### src/rtl/reg_file_mp.sv
// rtl/reg_file_mp.sv - parametrised multi-port register file with dual write ports, bypass and bulk clear
module reg_file_mp #(
    parameter int DATA_WIDTH = 8,
    parameter int ADDR_WIDTH = 4,
    parameter int NUM_RD     = 2,
    parameter int ZERO_REG   = 0,
    parameter int BYPASS     = 1,
    parameter int RD_REG     = 0
) (
    input  logic                           clk,
    input  logic                           reset,
    input  logic                           clr,
    input  logic                           wr_en0,
    input  logic [ADDR_WIDTH-1:0]          wr_addr0,
    input  logic [DATA_WIDTH-1:0]          wr_data0,
    input  logic                           wr_en1,
    input  logic [ADDR_WIDTH-1:0]          wr_addr1,
    input  logic [DATA_WIDTH-1:0]          wr_data1,
    input  logic [NUM_RD*ADDR_WIDTH-1:0]   rd_addr,
    output logic [NUM_RD*DATA_WIDTH-1:0]   rd_data,
    output logic                           wr_collision
);

    localparam int DEPTH = 2 ** ADDR_WIDTH;

    logic [DATA_WIDTH-1:0] mem [DEPTH];

    logic blk0;
    logic blk1;
    logic same_addr;
    logic we0;
    logic we1;
    logic collide;

    // Writes aimed at the hardwired zero register are dropped before they reach the array.
    assign blk0      = (ZERO_REG != 0) && (wr_addr0 == '0);
    assign blk1      = (ZERO_REG != 0) && (wr_addr1 == '0);
    assign same_addr = (wr_addr0 == wr_addr1);
    assign we1       = wr_en1 && !blk1;
    assign we0       = wr_en0 && !blk0 && !(wr_en1 && same_addr);
    assign collide   = wr_en0 && wr_en1 && same_addr && !blk0;

    always_ff @(posedge clk or negedge reset) begin
        if (!reset) begin
            for (int i = 0; i < DEPTH; i++) begin
                mem[i] <= '0;
            end
            wr_collision <= 1'b0;
        end else begin
            wr_collision <= collide;
            if (clr) begin
                for (int i = 0; i < DEPTH; i++) begin
                    mem[i] <= '0;
                end
            end else begin
                if (we0) begin
                    mem[wr_addr0] <= wr_data0;
                end
                if (we1) begin
                    mem[wr_addr1] <= wr_data1;
                end
            end
        end
    end

    for (genvar k = 0; k < NUM_RD; k++) begin : g_rd
        logic [ADDR_WIDTH-1:0] addr;
        logic [DATA_WIDTH-1:0] cur;
        logic [DATA_WIDTH-1:0] nxt;

        assign addr = rd_addr[k*ADDR_WIDTH +: ADDR_WIDTH];

        // cur is the stored value; nxt is what the register will hold after this edge.
        always_comb begin
            cur = mem[addr];
            nxt = cur;
            if (clr) begin
                nxt = '0;
            end else if (we1 && (wr_addr1 == addr)) begin
                nxt = wr_data1;
            end else if (we0 && (wr_addr0 == addr)) begin
                nxt = wr_data0;
            end
            if ((ZERO_REG != 0) && (addr == '0)) begin
                cur = '0;
                nxt = '0;
            end
        end

        if (RD_REG == 0) begin : g_comb
            // While reset is held no write will commit, so bypass must not leak the write data.
            assign rd_data[k*DATA_WIDTH +: DATA_WIDTH] = ((BYPASS != 0) && reset) ? nxt : cur;
        end else begin : g_reg
            logic [DATA_WIDTH-1:0] q;
            always_ff @(posedge clk or negedge reset) begin
                if (!reset) begin
                    q <= '0;
                end else begin
                    q <= (BYPASS != 0) ? nxt : cur;
                end
            end
            assign rd_data[k*DATA_WIDTH +: DATA_WIDTH] = q;
        end
    end

endmodule
### config.mk
export PLATFORM = sky130hd
export DESIGN_NAME = reg_file_mp
export DESIGN_NICKNAME = d
export VERILOG_FILES = /design/src/rtl/reg_file_mp.sv
export SDC_FILE = /design/constraint.sdc
export NUM_CORES = 1
export LEC_CHECK = 0
export ABC_AREA = 1
export CORE_MARGIN = 5
export CORE_UTILIZATION = 45
export DETAILED_ROUTE_END_ITERATION = 8
export PLACE_DENSITY = 0.69
export SLEW_MARGIN = 20
export SYNTH_ARGS = -nofsm -noshare
export SYNTH_HDL_FRONTEND = slang
export SYNTH_SLANG_ARGS = --single-unit
### constraint.sdc
create_clock -name clk -period 2.7 [get_ports clk]
set_input_delay 0.54 -clock clk [delete_from_list [all_inputs] [get_ports clk]]
set_output_delay 0.54 -clock clk [all_outputs]
set_load 0.01 [all_outputs]
# --- Yosys cells after proc, flatten, opt, wreduce, memory -nomap -nowiden ---
# Index checks and enable logic that the tools add are counted.
op_classes:
  n_lt_le_gt_ge: 6
  n_eq_ne: 5
  n_mux: 24
  bitwise: 4
  n_reduce_logical: 11
ops:
  columns: ["operator", "count"]
  rows:
  - ["2-to-1 mux 128 bit", 4]
  - ["bitwise mux 128 bit", 2]
  - ["2-to-1 mux 8 bit", 14]
  - ["binary-select mux 8 bit (select 4 bit)", 2]
  - ["demux 8 bit (select 4 bit)", 2]
  - ["== test 4 bit", 5]
  - [">= comparator 5 bit, second input constant", 4]
  - ["NOT 4 -> 5 bit", 4]
  - ["logical AND 1 bit", 10]
  - ["< comparator 5 x 1 -> 1 bit, second input constant", 2]
  - ["logical NOT 1 bit", 1]
totals:
  reg_bits: 129
  inputBits: 37
  output_inout_bits: 17
  word_cells: 67

# --- Depth between registers and ports, before layout ---
# Gate-level depths: netlist of run 1.
logic_depth:
  word_depth: 11
  depth_mapped: 14
  ltp_nobuf: 12

# --- Worst setup path after synthesis of run 1 ---
# OpenSTA, ideal clock, no wires.
synth_timing:
  kind: "input-to-output"
  start: "in rd_addr[7]"
  end: "out rd_data[10]"
  arrival_time_ps: 1885
  slack_ps: 275
  path_stages: 12
  cell_sequence: "buf_2 > inv_1 > buf_2 > nand2_1 > nand2_1 > nand2_1 > nor2_1 > nand2_1 > nand2_1 > nand2_1 > nand2_1 > nand2_1"
synth_between:
  elab_chain_cells: 8
synth_rtl:
  columns: ["element", "line", "source"]
  rows:
  - ["start: declaration", "19", "input logic [NUM_RD*ADDR_WIDTH-1:0] rd_addr,"]
  - ["NOT 4 -> 5 bit (not written as such)", "75", "cur = mem[addr];"]
  - ["binary-select mux 8 bit (select 4 bit)", "75", null]
  - ["2-to-1 mux 8 bit (not written as such) (2 in a row)", "75", null]
  - ["2-to-1 mux 8 bit", "81", "end else if (we0 && (wr_addr0 == addr)) begin"]
  - ["2-to-1 mux 8 bit", "79", "end else if (we1 && (wr_addr1 == addr)) begin"]
  - ["2-to-1 mux 8 bit", "77", "if (clr) begin"]
  - ["2-to-1 mux 8 bit (*)", "92", "assign rd_data[k*DATA_WIDTH +: DATA_WIDTH] = ((BYPASS != 0) && reset) ? nxt : cur;"]
  - ["end: declaration", "20", "output logic [NUM_RD*DATA_WIDTH-1:0] rd_data,"]
# Mark *: on every way between the ends. The rest lies on a longest branch, timed or not. The select of a mux whose other input is x is not followed.

# --- Worst setup path in the final report of run 1 ---
layout_timing:
  start: "in rd_addr[4]"
  end: "out rd_data[13]"
# The elaborated chain is that of the path after synthesis.

==> flow_metrics.env, run 1 <==
export IMPL_status="complete, but fails checks"
export IMPL_violations="setup timing"
export IMPL_hold_path_class="input port to asynchronous set/reset pin"
export IMPL_p_per_area_mw_per_mm2=445
export IMPL_gp_congestion=1.05
export IMPL_io_pins=54
export IMPL_cp_end_kind="output pin"
export IMPL_via_per_inst=5.71
export IMPL_worst_clock_skew_ns=0
export IMPL_vias=13300
export IMPL_final_common_cell="nand2_1"
export IMPL_wirelength_um=47500
export IMPL_dr_pass1_iters=6
export IMPL_ir_worst_vdd_v=0.000294
export IMPL_grt_pass1_vias=12000
export IMPL_coreArea_mm2=0.0235
export IMPL_grt_start_max_net_pins=73
export IMPL_pre_cts_ws_ns=-0.684
export IMPL_worstSetupStartpointType="input port"
export IMPL_area_growth_pct=27.7
export IMPL_slew_violations=0
export IMPL_ctsLongestPathBuffers=2
export IMPL_path_max_fanout=8
export IMPL_top_usage_layer="met2"
export IMPL_synth_distinct_cells=25
export IMPL_postLayoutCoreUtil_pct=58.3
export IMPL_cts_buffers=17
export IMPL_die_w_um=164
export IMPL_cts_max_level=4
export IMPL_path_clk_slew_ns=0.07
export IMPL_yosysSeqAreaShare_pct=30.1
export IMPL_cp_required_ns=2.16
export IMPL_initial_core_util_pct=45.6
export IMPL_p_leak_nw=7.40
export IMPL_period_share_pct=100
export IMPL_use_met2_pct=51.2
export IMPL_met3_usage_pct=8.26
export IMPL_netlist_instances=1864
export IMPL_tightestPinTransition_ns=0.815
export IMPL_grt_pass1_wl_um=71300
export IMPL_post_drt_wl_per_cell_um=20.3
export IMPL_yosysWarnings=0
export IMPL_finalWorstSetupSlack_ns=-0.00262
export IMPL_post_route_drc_count=0
export IMPL_cts_sinks=129
export IMPL_cts_tree="built"
export IMPL_drt_iter0_drc=2243
export IMPL_n_antenna_cell=0
export IMPL_syn_cell_area_mm2=0.0107
export IMPL_synth_seq_cells=129
export IMPL_grt_antenna_before_repair=0
export IMPL_groute_layer_met1_usage_pct=49.4
export IMPL_die_h_um=164
export IMPL_clock_fmax_mhz=370
export IMPL_grt_ovfl_total=0
export IMPL_grt_usage_pct=34.8
export IMPL_finalCriticalPeriod_ns=2.70
export IMPL_setup_tns_ns=-0.00262
export IMPL_die_area_mm2=0.0270
export IMPL_slew_headroom_pct=45.7
export IMPL_cts_root_buffer="clkbuf_16"
export IMPL_clk_latency_ns=0.43
export IMPL_maxCapViolations=0
export IMPL_cp_arrival_ns=2.16
export IMPL_nets=2043
export IMPL_syn_nets=1901
export IMPL_finalHoldViolCount=0
export IMPL_drive_above_1_share_pct=15.4
export IMPL_row_count=56
export IMPL_critPathKind="input port to output pin"
export IMPL_setup_viol=1
export IMPL_port_buffers=53
export IMPL_dp_hpwl_um=33200
export IMPL_antenna_left=0
export IMPL_syn_avg_cell_area_um2=5.75
export IMPL_layout_common_cells="nand2_1 (590), nor2_1 (339), o21ai_0 (179)"
[sequential cells by signal, summed over array words and instances, names as in the netlist]
name          flops
mem             128
wr_collision      1
[power by group]
part	total (mW)	switching, mW	internal, mW
Clock	2.39	1.15	1.24
Combinational	1.62	1.02	0.598
Sequential	2.07	0.0598	2.01
[stage by stage]
step           hold slack [ns]  instances  area [um^2]  total power, mW
2_1_floorplan            0.244       1864        10700             2.91
3_3_place_gp             0.544       2280        12700             3.60
3_5_place_dp             0.553       2280        12700             3.62
4_1_cts                  0.230       2327        13500             5.99
5_1_grt                  0.271       2338        13700             6.31
6_report                 0.211       2338        13700             6.08
[area by class of cell]
type,instances,area (um^2)
timing repair buffer,261,2420
multi-input combinational,1455,6520
fill,2323,9790
clock buffer,17,425
tap,319,399
inverter,142,541
sequential,129,3230
clock inverter,15,155
[timing repair]
action | in CTS | in global routing
endpoints found under the setup margin | 16 | 16
hold buffers | 0 | 0
pin swaps | 6 | 14
resized for setup | 91 | 55
cloned | 2 | 4
buffers inserted | 13 | 8
hold endpoints to repair | 0 | 0
[cells in the mapped netlist]
library cell | n | area share, %
nand2_1 | 600 | 21
nor2_1 | 344 | 12
o21ai_0 | 179 | 8.4
nand3_1 | 168 | 7.8
inv_1 | 136 | 4.8
dfrtp_1 | 129 | 30
clkbuf_1 | 95 | 3.3
o211ai_1 | 63 | 4.4
a21oi_1 | 36 | 1.7
nand4_1 | 30 | 1.8
buf_2 | 23 | 1.1
buf_1 | 17 | 0.60
mux2i_1 | 8 | 0.75
o21ai_1 | 8 | 0.37
or2_2 | 5 | 0.29
xnor2_1 | 5 | 0.41
clkinv_1 | 3 | 0.11
inv_2 | 3 | 0.11
nand4_2 | 3 | 0.35
o22ai_1 | 3 | 0.18
nor3_1 | 2 | 0.093
buf_4 | 1 | 0.070
buf_6 | 1 | 0.11
clkbuf_2 | 1 | 0.047
nand3_2 | 1 | 0.093
[path summary, 6_finish.rpt]
path | slack (ns) | cells past startpoint | from | end
worst min register to register | 0.57 | 2 | mem[112]$_DFF_PN0_ | mem[112]$_DFF_PN0_
worst max-delay path | -0.003 | 13 | rd_addr[4] | rd_data[13]
worst min-delay path | 0.21 | 2 | reset | mem[83]$_DFF_PN0_
min in group clk | 0.57 | 2 | mem[112]$_DFF_PN0_ | mem[112]$_DFF_PN0_
max in group asynchronous | 1.19 | 3 | reset | mem[49]$_DFF_PN0_
worst max register to register | 1.63 | 6 | mem[122]$_DFF_PN0_ | mem[122]$_DFF_PN0_
[metal layers]
metal | vias up | wire [um]
met3 | 133 | 5890
met5 | - | 0
met4 | 0 | 1940
met1 | 6133 | 19700
li1 | 6245 | -
met2 | 836 | 20000
[worst max-delay path, cell delays in order]
cell	delay, ns
buf_8	0.13
buf_12	0.15
buf_4	0.14
buf_4	0.12
o211ai_1	0.17
nand3_1	0.17
nand3_1	0.19
nand2_1	0.17
nand2_1	0.09
nand2_1	0.05
nand2_1	0.05
nand2_1	0.05
buf_2	0.14
[kinds of logic after synthesis]
family          count (synthesis)  share of synthesized area (%)
compound gates                289                           15.0
xor+xnor                        5                          0.409
buf+inv                       280                           10.2
flops                         129                           30.1
mux                             8                          0.748
simple gates                 1153                           43.5
(Power assumes the default switching activity.)
==> run 2: changes to the inputs <==
--- a/config.mk
+++ b/config.mk
@@ -6,10 +6,11 @@
 export NUM_CORES = 1
 export LEC_CHECK = 0
 export ABC_AREA = 1
+export CORE_ASPECT_RATIO = 0.75
 export CORE_MARGIN = 5
-export CORE_UTILIZATION = 45
+export CORE_UTILIZATION = 55
 export DETAILED_ROUTE_END_ITERATION = 8
-export PLACE_DENSITY = 0.69
+export PLACE_DENSITY = 0.8
 export SLEW_MARGIN = 20
 export SYNTH_ARGS = -nofsm -noshare
 export SYNTH_HDL_FRONTEND = slang
==> flow_metrics.env, run 2 (synthesis results as in run 1) <==
export IMPL_top_regs="mem (128), wr_collision (1)"
export IMPL_clock_fmax_mhz=370
export IMPL_place_area_mm2=0.0124
export IMPL_grt_ovfl_total=0
export IMPL_grt_antenna_before_repair=0
export IMPL_finalCriticalPeriod_ns=2.71
export IMPL_dr_pass1_iters=6
export IMPL_cts_sinks=129
export IMPL_finalHoldViolCount=0
export IMPL_cp_arrival_ns=2.17
export IMPL_wirelength_um=47200
export IMPL_grt_start_max_net_pins=129
export IMPL_die_h_um=131
export IMPL_worstSetupStartpointType="flop"
export IMPL_drive_above_1_share_pct=14.3
export IMPL_slowest_delay_ns=0.40
export IMPL_cts_tree="built"
export IMPL_slew_violations=0
export IMPL_largest_register_ffs=128
export IMPL_port_buffers=53
export IMPL_grt_pass1_wl_um=70100
export IMPL_cp_end_kind="output pin"
export IMPL_period_share_pct=100
export IMPL_clk_latency_ns=0.43
export IMPL_path_clk_slew_ns=0.07
export IMPL_maxCapViolations=0
export IMPL_antenna_left=0
export IMPL_area_growth_pct=23.5
export IMPL_cp_required_ns=2.16
export IMPL_violations="setup timing"
export IMPL_hold_path_class="input port to asynchronous set/reset pin"
export IMPL_regMostFlops="mem"
export IMPL_stdcell_area_mm2=0.0132
export IMPL_tightestPinTransition_ns=0.991
export IMPL_setup_tns_ns=-0.00630
export IMPL_ff2ff_setup_slack_ns=1.54
export IMPL_cts_root_buffer="clkbuf_16"
export IMPL_cp_num_cells=10
export IMPL_post_route_drc_count=0
export IMPL_cts_buffers=17
export IMPL_slew_headroom_pct=33.9
export IMPL_nets=2016
export IMPL_critPathKind="flop to output pin"
export IMPL_grt_pass1_vias=11600
export IMPL_drt_iter0_drc=2231
export IMPL_die_area_mm2=0.0224
export IMPL_io_pins=54
export IMPL_worstPathCellList="or2_2, nand3_1, nand3_1, nand3_1, nand2_1, nand2_1, nand2_1, nand2_1, nand2_1, buf_2"
export IMPL_pre_cts_ws_ns=-0.644
export IMPL_final_common_cell="nand2_1"
export IMPL_status="complete, but fails checks"
export IMPL_rsz0062_at_grt="true"
export IMPL_p_leak_nw=7.23
export IMPL_worst_clock_skew_ns=0
export IMPL_coreArea_mm2=0.0193
export IMPL_cts_max_level=4
export IMPL_cp_slowest_cell="dfrtp_1"
export IMPL_ir_worst_vdd_v=0.000378
export IMPL_crit_buf_inv=1
export IMPL_initial_core_util_pct=55.6
export IMPL_finalWorstSetupSlack_ns=-0.00630
export IMPL_critical_path_top_delay_family="simple AND/OR/NAND/NOR gates"
export IMPL_die_w_um=171
export IMPL_setup_viol=1
export IMPL_postLayoutCoreUtil_pct=68.7
export IMPL_worstRegToRegCells=6
export IMPL_layout_common_cells="nand2_1 (591), nor2_1 (340), o21ai_0 (179)"
export IMPL_via_per_inst=6.03
export IMPL_ctsLongestPathBuffers=2
export IMPL_path_max_fanout=3
export IMPL_row_count=44
export IMPL_gp_congestion=1.06
export IMPL_p_per_area_mw_per_mm2=453
export IMPL_power_mw=6.00
export IMPL_dp_hpwl_um=33100
export IMPL_vias=13500
export IMPL_grt_usage_pct=41.4
export IMPL_post_drt_wl_per_cell_um=21.0
export IMPL_crit_top_cell="nand2_1"
==> run 2: cell count changes in the layout (fill, tap and decap cells not counted), moves of 4 or more <==
cell     delta
inv_1       -4
nand3_2    -10
buf_12      -5
inv_8       -4
buf_2       +7
buf_4      -24
nand3_1    +10
==> run 2: timing repair <==
action	in CTS	in global routing
gates cloned	3	1
endpoints found under the setup margin	16	16
gates resized for setup	113	45
setup buffers	9	3
hold buffers	0	0
pin swaps	5	10
==> run 2: path summary, 6_finish.rpt <==
path	start	endpoint
max in group asynchronous	reset	mem[17]$_DFF_PN0_
hold reg to reg	mem[72]$_DFF_PN0_	mem[72]$_DFF_PN0_
setup reg to reg	mem[59]$_DFF_PN0_	mem[59]$_DFF_PN0_
min in group clk	mem[72]$_DFF_PN0_	mem[72]$_DFF_PN0_
hold / removal	reset	mem[110]$_DFF_PN0_
setup / recovery	mem[30]$_DFF_PN0_	rd_data[14]
==> run 2: cell type report <==
class | count | area [um^2]
Multi-Input combinational cell | 1455 | 6480
Antenna cell | 1 | 2.50
Sequential cell | 129 | 3230
Inverter | 142 | 546
Fill cell | 1760 | 6040
Timing Repair Buffer | 234 | 2090
Clock buffer | 17 | 425
Clock inverter | 15 | 141
Tap cell | 253 | 317
==> run 2: worst reg2reg max path: stages (launching register included) <==
cell and delay (ns):
dfrtp_1 0.41, inv_1 0.09, nand2_1 0.07, o21ai_0 0.12, nand2_1 0.11, o21ai_0 0.11, a21oi_1 0.12
==> run 2: where the power goes <==
part | internal, mW | total [mW] | switching [mW]
sequential | 2.01 | 2.08 | 0.0613
combinational | 0.552 | 1.58 | 1.03
clock | 1.22 | 2.34 | 1.12
==> run 2: layer usage <==
metal / track usage [%] / wire, um
met2: 57.5 / 18700
met3: 11.9 / 7090
met5: 0 / 0
met1: 61.3 / 19700
met4: 14.8 / 1730
==> run 2: per-stage QoR <==
step                      hold WS [ns]  std cells
after floorplan                  0.244       1864
after global placement           0.542       2198
after detailed placement         0.556       2198
after CTS                        0.302       2242
after global routing             0.345       2245
final                            0.266       2246
==> run 3: changes to the inputs <==
--- a/config.mk
+++ b/config.mk
@@ -8,10 +8,9 @@
 export ABC_AREA = 1
 export CORE_ASPECT_RATIO = 0.75
 export CORE_MARGIN = 5
-export CORE_UTILIZATION = 55
+export CORE_UTILIZATION = 50
 export DETAILED_ROUTE_END_ITERATION = 8
-export PLACE_DENSITY = 0.8
-export SLEW_MARGIN = 20
+export PLACE_DENSITY = 0.78
 export SYNTH_ARGS = -nofsm -noshare
 export SYNTH_HDL_FRONTEND = slang
 export SYNTH_SLANG_ARGS = --single-unit
==> flow_metrics.env, run 3 (synthesis results as in run 1) <==
export IMPL_status="completed"
export IMPL_slew_violations=0
export IMPL_filler_cell_count=1961
export IMPL_row_count=46
export IMPL_grt_antenna_before_repair=0
export IMPL_p_leak_nw=7.28
export IMPL_holdWs_ns=0.0651
export IMPL_pre_cts_ws_ns=-0.654
export IMPL_tightestPinTransition_ns=0.941
export IMPL_power_mw=6.23
export IMPL_path_max_fanout=12
export IMPL_cts_hold_buf=0
export IMPL_die_h_um=137
export IMPL_vias=13500
export IMPL_port_buffers=53
export IMPL_path_clk_slew_ns=0.06
export IMPL_largest_register_ffs=128
export IMPL_die_area_mm2=0.0245
export IMPL_finalCriticalPeriod_ns=2.70
export IMPL_area_growth_pct=25.3
export IMPL_wl_met3_um=7710
export IMPL_rsz0062_at_grt="true"
export IMPL_cts_root_buffer="clkbuf_16"
export IMPL_dr_pass1_iters=6
export IMPL_cts_max_level=4
export IMPL_cts_buffers=17
export IMPL_period_share_pct=99.9
export IMPL_cp_end_kind="output pin"
export IMPL_die_w_um=179
export IMPL_ir_worst_vdd_v=0.000437
export IMPL_cp_arrival_ns=2.16
export IMPL_finalHoldViolCount=0
export IMPL_regMostFlops="mem"
export IMPL_initial_core_util_pct=50.7
export IMPL_grt_ovfl_total=0
export IMPL_gp_congestion=1.02
export IMPL_hold_path_class="input port to asynchronous set/reset pin"
export IMPL_wl_met1_um=18800
export IMPL_n_antenna_cell=0
export IMPL_coreArea_mm2=0.0211
export IMPL_nets=2007
export IMPL_top_regs="mem (128), wr_collision (1)"
export IMPL_p_per_area_mw_per_mm2=464
export IMPL_post_route_drc_count=0
export IMPL_top_layer="met4"
export IMPL_setup_viol=0
export IMPL_slew_headroom_pct=37.3
export IMPL_post_drt_wl_per_cell_um=20.5
export IMPL_grt_usage_pct=38.2
export IMPL_cts_sinks=129
export IMPL_maxCapViolations=0
export IMPL_worstSetupStartpointType="input port"
export IMPL_clock_fmax_mhz=371
export IMPL_wirelength_um=46600
export IMPL_io_pins=54
export IMPL_worst_clock_skew_ns=0
export IMPL_ctsLongestPathBuffers=2
export IMPL_drive_above_1_share_pct=13.7
export IMPL_finalWorstSetupSlack_ns=0.00187
export IMPL_clk_latency_ns=0.44
export IMPL_grt_pass1_wl_um=70700
export IMPL_dp_hpwl_um=32000
export IMPL_critPathKind="input port to output pin"
export IMPL_grt_start_max_net_pins=80
export IMPL_cts_tree="built"
export IMPL_layout_common_cells="nand2_1 (590), nor2_1 (341), o21ai_0 (178)"
export IMPL_drt_iter0_drc=2220
export IMPL_via_per_inst=5.96
export IMPL_dr_wl_met2_um=18000
export IMPL_antenna_left=0
export IMPL_grt_pass1_vias=12100
export IMPL_cp_required_ns=2.16
export IMPL_final_common_cell="nand2_1"
run 3: changes by cell type in the layout (fill, tap and decap cells not counted), sizes merged:
cell,previous run,this run
buf,197,179
dlygate4sd2,3,5
clkinvlp,2,0
inv,146,143
bufbuf,1,0
clkbuf,30,35
bufinv,0,4
diode,1,0
clkdlybuf4s15,1,5
run 3: metrics by stage:
step           TNS, ns  cells  instance area [um^2]  utilization, %
4_1_cts              0   2263                 13300            62.8
5_1_grt        -0.0425   2271                 13400            63.5
2_1_floorplan        0   1864                 10700               -
3_3_place_gp     -9.57   2220                 12500            59.2
3_5_place_dp     -9.90   2220                 12500            59.2
6_report             0   2271                 13400            63.5
run 3: layout make-up:
| type | count | area (um^2) | share of cell area, % |
|---|---|---|---|
| Timing Repair Buffer | 225 | 2160 | 16.1 |
| Clock inverter | 14 | 203 | 1.51 |
| Sequential cell | 129 | 3230 | 24.1 |
| Inverter | 142 | 536 | 3.99 |
| Tap cell | 288 | 360 | 2.69 |
| Multi-Input combinational cell | 1455 | 6510 | 48.5 |
| Clock buffer | 18 | 429 | 3.20 |
run 3: worst max-delay path, stage by stage:
cell and delay [ns]:
buf_4 0.17, buf_12 0.17, buf_12 0.13, buf_12 0.13, o211ai_1 0.19, nand3_1 0.17
nand3_1 0.12, nand2_1 0.12, nand2_1 0.11, nand2_1 0.05, nand2_1 0.05, nand2_1 0.06
clkbuf_2 0.13
run 3: report_power, final:
group | internal (mW) | total, mW | switching [mW]
Sequential | 2.02 | 2.08 | 0.0647
Combinational | 0.563 | 1.58 | 1.01
Clock | 1.56 | 2.58 | 1.01
Total | 4.14 | 6.23 | 2.09
run 3: per-layer routing:
metal	global-route usage, %	up-vias
met5	0	-
met4	15.9	0
met1	54.0	6142
met3	15.2	191
met2	51.3	1027
li1	-	6175
run 3: final timing paths:
check / start / endpoint / slack, ns / cells past startpoint
max: rd_addr[0] / rd_data[5] / 0.002 / 13
min: reset / mem[122]$_DFF_PN0_ / 0.07 / 2
min in group clk: mem[103]$_DFF_PN0_ / mem[103]$_DFF_PN0_ / 0.57 / 2
max in group asynchronous: reset / mem[28]$_DFF_PN0_ / 1.42 / 3
min reg2reg: mem[103]$_DFF_PN0_ / mem[103]$_DFF_PN0_ / 0.57 / 2
max reg2reg: mem[122]$_DFF_PN0_ / mem[122]$_DFF_PN0_ / 1.56 / 6
run 3: what timing repair did:
| item | 4_1_cts | 5_1_grt |
|---|---|---|
| pin swaps | 3 | 11 |
| gates cloned | 2 | 3 |
| buffers inserted | 9 | 6 |
| setup endpoints to repair | 16 | 16 |
| resized for setup | 82 | 64 |
